[src/rtl/fifo_pkg.sv]
// fifo_pkg: shared widths and reset constants for sync_fifo_param
package fifo_pkg;
  function automatic int addr_w(input int depth);
    return $clog2(depth);
  endfunction
  function automatic int ptr_w(input int depth);
    return $clog2(depth) + 1;
  endfunction
  localparam logic RST_EMPTY = 1'b1;
  localparam logic RST_FULL = 1'b0;
  localparam logic RST_AE = 1'b1;
endpackage

[src/rtl/fifo_ram.sv]
// fifo_ram: DATA_W x DEPTH dual-port array, one write port, one registered read port
module fifo_ram #(
  parameter int DATA_W = 8,
  parameter int DEPTH = 16,
  parameter int AW = $clog2(DEPTH)
) (
  input  logic              clk,
  input  logic              rst_n,
  input  logic              we,
  input  logic [AW-1:0]     waddr,
  input  logic [DATA_W-1:0] wdata,
  input  logic              re,
  input  logic [AW-1:0]     raddr,
  output logic [DATA_W-1:0] rd_data
);
  logic [DATA_W-1:0] mem [DEPTH];
  logic [DATA_W-1:0] rd_data_q, rd_data_d;
  assign rd_data_d = re ? mem[raddr] : rd_data_q;
  assign rd_data = rd_data_q;
  always_ff @(posedge clk) if (we) mem[waddr] <= wdata;
  // read register resets so data_out starts at zero; the array itself does not
  always_ff @(posedge clk or negedge rst_n)
    if (!rst_n) rd_data_q <= '0;
    else rd_data_q <= rd_data_d;
endmodule

[src/rtl/sync_fifo_param.sv]
// sync_fifo_param: single-clock FIFO with count, thresholds, error pulses; FIFO_HWM_EN adds hwm/hwm_clr
module sync_fifo_param
  import fifo_pkg::*;
#(
  parameter int DATA_W = 8,
  parameter int DEPTH = 16,
  parameter int AF_LEVEL = DEPTH - 2,
  parameter int AE_LEVEL = 2
) (
  input  logic                   clk,
  input  logic                   rst_n,
  input  logic [DATA_W-1:0]      data_in,
  input  logic                   w_en,
  input  logic                   r_en,
  output logic [DATA_W-1:0]      data_out,
  output logic                   full,
  output logic                   empty,
  output logic                   almost_full,
  output logic                   almost_empty,
  output logic [$clog2(DEPTH):0] count,
  output logic                   overflow,
  output logic                   underflow
`ifdef FIFO_HWM_EN
  ,
  input  logic                   hwm_clr,
  output logic [$clog2(DEPTH):0] hwm
`endif
);
  localparam int AW = addr_w(DEPTH);
  localparam int PW = ptr_w(DEPTH);
  logic [PW-1:0] wr_ptr_q, wr_ptr_d, rd_ptr_q, rd_ptr_d, count_q, count_d;
  logic full_q, full_d, empty_q, empty_d, af_q, af_d, ae_q, ae_d;
  logic ovf_q, ovf_d, unf_q, unf_d, wr_ok, rd_ok;
  always_comb begin
    rd_ok = r_en && !empty_q;
    wr_ok = w_en && (!full_q || rd_ok);
    wr_ptr_d = wr_ok ? wr_ptr_q + PW'(1) : wr_ptr_q;
    rd_ptr_d = rd_ok ? rd_ptr_q + PW'(1) : rd_ptr_q;
    count_d = count_q + PW'(wr_ok) - PW'(rd_ok);
    full_d = count_d == PW'(DEPTH);
    empty_d = count_d == '0;
    af_d = count_d >= PW'(AF_LEVEL);
    ae_d = count_d <= PW'(AE_LEVEL);
    ovf_d = w_en && !wr_ok;
    unf_d = r_en && !rd_ok;
  end
  fifo_ram #(.DATA_W(DATA_W), .DEPTH(DEPTH), .AW(AW)) u_ram (
    .clk(clk), .rst_n(rst_n), .we(wr_ok), .waddr(wr_ptr_q[AW-1:0]), .wdata(data_in),
    .re(rd_ok), .raddr(rd_ptr_q[AW-1:0]), .rd_data(data_out)
  );
  // flags are registered from count_d so they line up with count
  always_ff @(posedge clk or negedge rst_n)
    if (!rst_n) begin
      wr_ptr_q <= '0;
      rd_ptr_q <= '0;
      count_q <= '0;
      full_q <= RST_FULL;
      empty_q <= RST_EMPTY;
      af_q <= (AF_LEVEL == 0);
      ae_q <= RST_AE;
      ovf_q <= 1'b0;
      unf_q <= 1'b0;
    end else begin
      wr_ptr_q <= wr_ptr_d;
      rd_ptr_q <= rd_ptr_d;
      count_q <= count_d;
      full_q <= full_d;
      empty_q <= empty_d;
      af_q <= af_d;
      ae_q <= ae_d;
      ovf_q <= ovf_d;
      unf_q <= unf_d;
    end
  assign count = count_q;
  assign full = full_q;
  assign empty = empty_q;
  assign almost_full = af_q;
  assign almost_empty = ae_q;
  assign overflow = ovf_q;
  assign underflow = unf_q;
`ifdef FIFO_HWM_EN
  logic [PW-1:0] hwm_q, hwm_d;
  assign hwm_d = hwm_clr ? count_d : (count_d > hwm_q ? count_d : hwm_q);
  always_ff @(posedge clk or negedge rst_n)
    if (!rst_n) hwm_q <= '0;
    else hwm_q <= hwm_d;
  assign hwm = hwm_q;
`endif
endmodule

[config.mk]
export PLATFORM = sky130hd
export DESIGN_NAME = sync_fifo_param
export DESIGN_NICKNAME = d
export VERILOG_FILES = /design/src/rtl/fifo_pkg.sv /design/src/rtl/fifo_ram.sv /design/src/rtl/sync_fifo_param.sv
export SDC_FILE = /design/constraint.sdc
export NUM_CORES = 1
export LEC_CHECK = 0
export ABC_AREA = 1
export ABC_CLOCK_PERIOD_IN_PS = 2100
export CAP_MARGIN = 20
export CORE_ASPECT_RATIO = 0.7
export CORE_MARGIN = 3
export CORE_UTILIZATION = 45
export DETAILED_ROUTE_END_ITERATION = 7
export PLACE_DENSITY = 0.7
export SETUP_SLACK_MARGIN = 0.1
export SLEW_MARGIN = 30
export SYNTH_ARGS = -nofsm -noshare
export SYNTH_HDL_FRONTEND = slang
export SYNTH_HIERARCHICAL = 1
export SYNTH_SLANG_ARGS = --single-unit
export TNS_END_PERCENT = 50
[constraint.sdc]
create_clock -name clk -period 2.1 [get_ports clk]
set_input_delay 0.315 -clock clk [delete_from_list [all_inputs] [get_ports clk]]
set_output_delay 0.315 -clock clk [all_outputs]
set_load 0.005 [all_outputs]
Yosys cells after proc, flatten, opt, wreduce, memory -nomap -nowiden. Memory sizes are Yosys's and may differ from the RTL's. A register that Yosys moved wholly into a read port is not among the register bits. Cells that the tools add are included.

Add/sub/neg operators: 4. Order comparisons: 2. Equality and inequality tests: 1. Multiplexer cells: 2. Reduce and logical (&&, ||, !) cells: 11.

Operator list (number): $add 5x1->5 const B (2); $add 5x1->5 (1); $eq 5x5->1 const B (1); $ge 5x4->1 const B (1); $le 5x2->1 const B (1); $logic_not 1->1 (5); $logic_not 5->1 (1); $sub 5x1->5 (1); $logic_and 1x1->1 (4); $mux 1 (2); $logic_or 1x1->1 (1).

Flip-flop bits (word level): 21. Memory bits (writable): 128. Memories: 1.

Memory list: u_ram.mem (words 16, width 8, read ports 1, clocked after memory_dff 1, write ports 1, RTL line fifo_ram.sv:16) `logic [DATA_W-1:0] mem [DEPTH];`.

Depth between registers and ports, before layout.
Depth in word-level cells: 7. Gate-level depth with buffers: 14. Mapped depth without buffers: 14.

Hierarchy. Netlist, hierarchy kept.

By module, submodules not included: fifo_ram (instances 1, cells each 483, area an instance 5635.4 um^2); sync_fifo_param (instances 1, cells each 108, area an instance 965.9 um^2).

Least setup slack after synthesis. Ideal clock, no wire load.

Path kind: reg-to-reg. From: register empty_q (netlist: empty). To: register empty_q (netlist: empty). Library setup time: 0.067 ns. Data arrival time: 2.123 ns. Setup slack: -0.090 ns. Stages on the path, launching flop included: 13. Buffers on the path: 0. Period minus slack after synthesis: 2.190 ns. Path through: dfstp_2 -> inv_1 -> nand2_2 -> inv_1 -> ha_1 -> inv_1 -> ha_1 -> fa_1 -> inv_1 -> nand2_1 -> a21oi_1 -> nand3_1 -> nor2_1.

Longest elaborated chain between the ends: 7.

RTL lines: from (decl) (RTL line sync_fifo_param.sv:32) `logic full_q, full_d, empty_q, empty_d, af_q, af_d, ae_q, ae_d;`; from (signal assigned) (RTL line sync_fifo_param.sv:68) `empty_q <= empty_d;`; $logic_not 1->1 * (RTL line sync_fifo_param.sv:35) `rd_ok = r_en && !empty_q;`; $logic_and 1x1->1 * (RTL line sync_fifo_param.sv:35); named net rd_ok (RTL line sync_fifo_param.sv:33) `logic ovf_q, ovf_d, unf_q, unf_d, wr_ok, rd_ok;`; $logic_or 1x1->1 (RTL line sync_fifo_param.sv:36) `wr_ok = w_en && (!full_q || rd_ok);`; $logic_and 1x1->1 (RTL line sync_fifo_param.sv:36); $add 5x1->5 (RTL line sync_fifo_param.sv:39) `count_d = count_q + PW'(wr_ok) - PW'(rd_ok);`; $sub 5x1->5 * (RTL line sync_fifo_param.sv:39); named net count_d[1] (RTL line sync_fifo_param.sv:31) `logic [PW-1:0] wr_ptr_q, wr_ptr_d, rd_ptr_q, rd_ptr_d, count_q, count_d;`; $logic_not 5->1 * (RTL line sync_fifo_param.sv:41) `empty_d = count_d == '0;`; named net empty_d (RTL line sync_fifo_param.sv:32).

The timed path passes the listed nets; every way through them passes the cells marked *. A chain may end at the register's enable or synchronous reset.

Final worst setup path. Same ends and word-level chain as after synthesis.

==> results.json <==
{
  "required_ns": 2.45,
  "ant_nets": 0,
  "synth_edf_count": 128,
  "rsz0062_at_grt": "true",
  "fmax_mhz": 437,
  "power.leakage_uw": 0.00314,
  "clock_skew_ns": 0.00714,
  "num-fill-cells": 1191,
  "die_w_um": 151,
  "drc": 0,
  "multi_input_area_um2": 1790,
  "violations": "negative setup slack",
  "start_util_pct": 46.7,
  "path_delay_family": "adder cells",
  "period_minus_slack_ns": 2.29,
  "crit_fanout": 3,
  "antenna_found_initial": 0,
  "synth_common_cells": "nand2_1 (226), edfxtp_1 (128), nand3_1 (110)",
  "hold_class": "input pin to async pin",
  "cts.sinks": 155,
  "setup-tns-final_ns": -0.586,
  "grt_overflow": 0,
  "cts.path.max_buffers": 2,
  "cts_buffers": 17,
  "io_pins": 31,
  "seq_area_um2": 4520,
  "syn-num-nets": 611,
  "yosysWarnings": 6,
  "synth.most_common_cell": "nand2_1",
  "path_cells": "inv_2 -> nand2_4 -> buf_6 -> inv_4 -> ha_4 -> inv_2 -> ha_4 -> fa_2 -> inv_2 -> nand2_2 -> a21oi_2 -> nand3_2 -> nor2_2",
  "grt_pass1_wl_mm": 24.3,
  "synth_area_per_cell_um2": 11.2,
  "power_density_nw_per_um2": 1510,
  "vdd_ir_drop_max_v": 0.000646,
  "worstPathArrival_ns": 2.64,
  "dpl.hpwl_mm": 9.47,
  "fin_crit_sh_pct": 109,
  "hold_ws_ns": 0.282,
  "drt_wl_total_mm": 15.3,
  "die_h_um": 107,
  "cpMostUsedCell": "inv_2",
  "port_buffers": 30,
  "worst_slew_pin_slew_ns": 0.748,
  "synth_area_um2": 6600,
  "nNetsFinal": 671,
  "drt-vias-per-instance": 5.32,
  "ctsHoldBuffers": 0,
  "worst_path_largest_cell_delay_ns": 0.54,
  "wire_per_inst_um": 17.9,
  "cts_root_buffer": "clkbuf_16",
  "synthDistinctLibCells": 22,
  "synth_top_cells_by_area": "edfxtp_1 (58%), nand2_1 (13%), dfrtp_1 (9.5%)",
  "diodes": 0,
  "ys.flop_type": "edfxtp_1",
  "grtUsageTotal_pct": 20.1,
  "worst_slack_ns": -0.188,
  "async_reset_ff_share_pct": 17.4,
  "path_clk_slew_ns": 0.06,
  "cts_max_level": 4,
  "drtIter0Drc": 549,
  "via_count": 4541,
  "synth_top_area_share_pct": 58.2,
  "place.gp.congestion": 0.807,
  "cap_violations": 0,
  "final-setup-viol-count": 4,
  "ys_ff_latch": 155,
  "critPathLaunchType": "register",
  "pre_cts_slack_ns": -0.499,
  "clk-insertion-delay-late_ns": 0.41,
  "grt_pass1_vias": 4468,
  "finalMaxSlewViolations": 0,
  "die-area_um2": 16200,
  "grt_max_degree": 41,
  "row_count": 36,
  "crit_buf_inv": 5,
  "endpoint_kind": "register",
  "hold_viol": 0,
  "worstSetupPathType": "register to register",
  "synthToLayoutAreaGrowth_pct": 18.6,
  "yosysTopAreaCell": "edfxtp_1",
  "outcome": "finished with violations",
  "drive_above_1_share_pct": 13.3,
  "cts_tree": "done",
  "yosysSeqAreaShare_pct": 68.5,
  "synthCells": 591,
  "critical-path-slowest-cell": "dfstp_2",
  "core_area_um2": 14100,
  "slew_headroom_pct": 50.0,
  "firstDrtPassIters": 5
}
-- metrics by stage --
stage                     total power, µW  util (%)  instance area (µm²)  instances
after floorplan                      7140         -                 6630        591
after global placement               8210      50.6                 7150        818
after detailed placement             8380      50.6                 7150        818
after CTS                           11600      54.9                 7770        851
after global routing                12600      55.4                 7830        854
final                               11800      55.4                 7830        854
-- repair_timing --
| item | CTS | global route |
|---|---|---|
| gates resized for setup | 5 | 12 |
| hold endpoints to repair | 0 | 0 |
| setup buffers | 1 | 3 |
| pin swaps | 5 | 6 |
| setup endpoints to repair | 6 | 7 |
-- report_power, final --
part           switching [µW]  total [µW]  internal (µW)
Clock                    1130        3120           1990
Combinational            2940        4580           1640
Sequential                277        4110           3830
-- placed cells by master (no fill, tap or decap), drive strengths merged --
| cell type | count |
|---|---|
| nand3 | 110 |
| dfstp | 2 |
| a21oi | 3 |
| o21ai | 2 |
| nand2 | 229 |
| clkdlybuf4s50 | 30 |
| xor2 | 2 |
| fa | 1 |
| xnor2 | 4 |
| clkinvlp | 1 |
| inv | 28 |
| a21boi | 1 |
| dfrtp | 25 |
| ha | 7 |
| bufinv | 4 |
| nor2 | 24 |
| clkbuf | 24 |
| clkinv | 3 |
| edfxtp | 128 |
| buf | 36 |
-- layer usage --
layer	global-route usage (%)	wire length [µm]	vias to the layer above
met4	4.85	226	0
met1	29.1	6730	2203
met3	5.56	1500	22
li1	-	-	2118
met2	30.4	6810	198
met5	0	0	-
-- final cells by class --
class                   instances  area share (%)
flip-flops and latches        155            57.8
multi-input cells             383            22.9
repair buffers                 66            7.33
clock buffers                  24            5.77
well taps                     190            3.04
clock inverters                 8            1.85
inverters                      28            1.37
-- path summary, 6_finish.rpt --
path / from / end / slack (ns) / cells past startpoint
max in group asynchronous: rst_n / empty / 1.51 / 2
hold / removal: rst_n / u_ram/rd_data[7] / 0.28 / 2
setup reg to reg: empty / empty / -0.19 / 13
min in group clk: u_ram/rd_data[0] / u_ram/rd_data[0] / 0.48 / 2
setup / recovery: empty / empty / -0.19 / 13
hold reg to reg: u_ram/rd_data[0] / u_ram/rd_data[0] / 0.48 / 2
-- sequential cells by signal (all words and copies together), names as in the netlist --
| signal | cells |
|---|---|
| rd_ptr_q | 4 |
| u_ram/mem | 128 |
| u_ram/rd_data | 8 |
| count | 5 |
| full | 1 |
| empty | 1 |
| underflow | 1 |
| almost_full | 1 |
| overflow | 1 |
| wr_ptr_q | 4 |
| almost_empty | 1 |
-- kinds of logic after synthesis --
group	count (synthesis)	share of synthesized area (%)
flip-flops	155	68.5
buffers and inverters	53	5.53
AND/OR/NAND/NOR	363	23.0
adder cells (fa/ha/maj)	8	1.63
XOR/XNOR	6	0.796
AO/OA/AOI/OAI	6	0.550
Note: power is estimated with default switching activity, not from simulation.
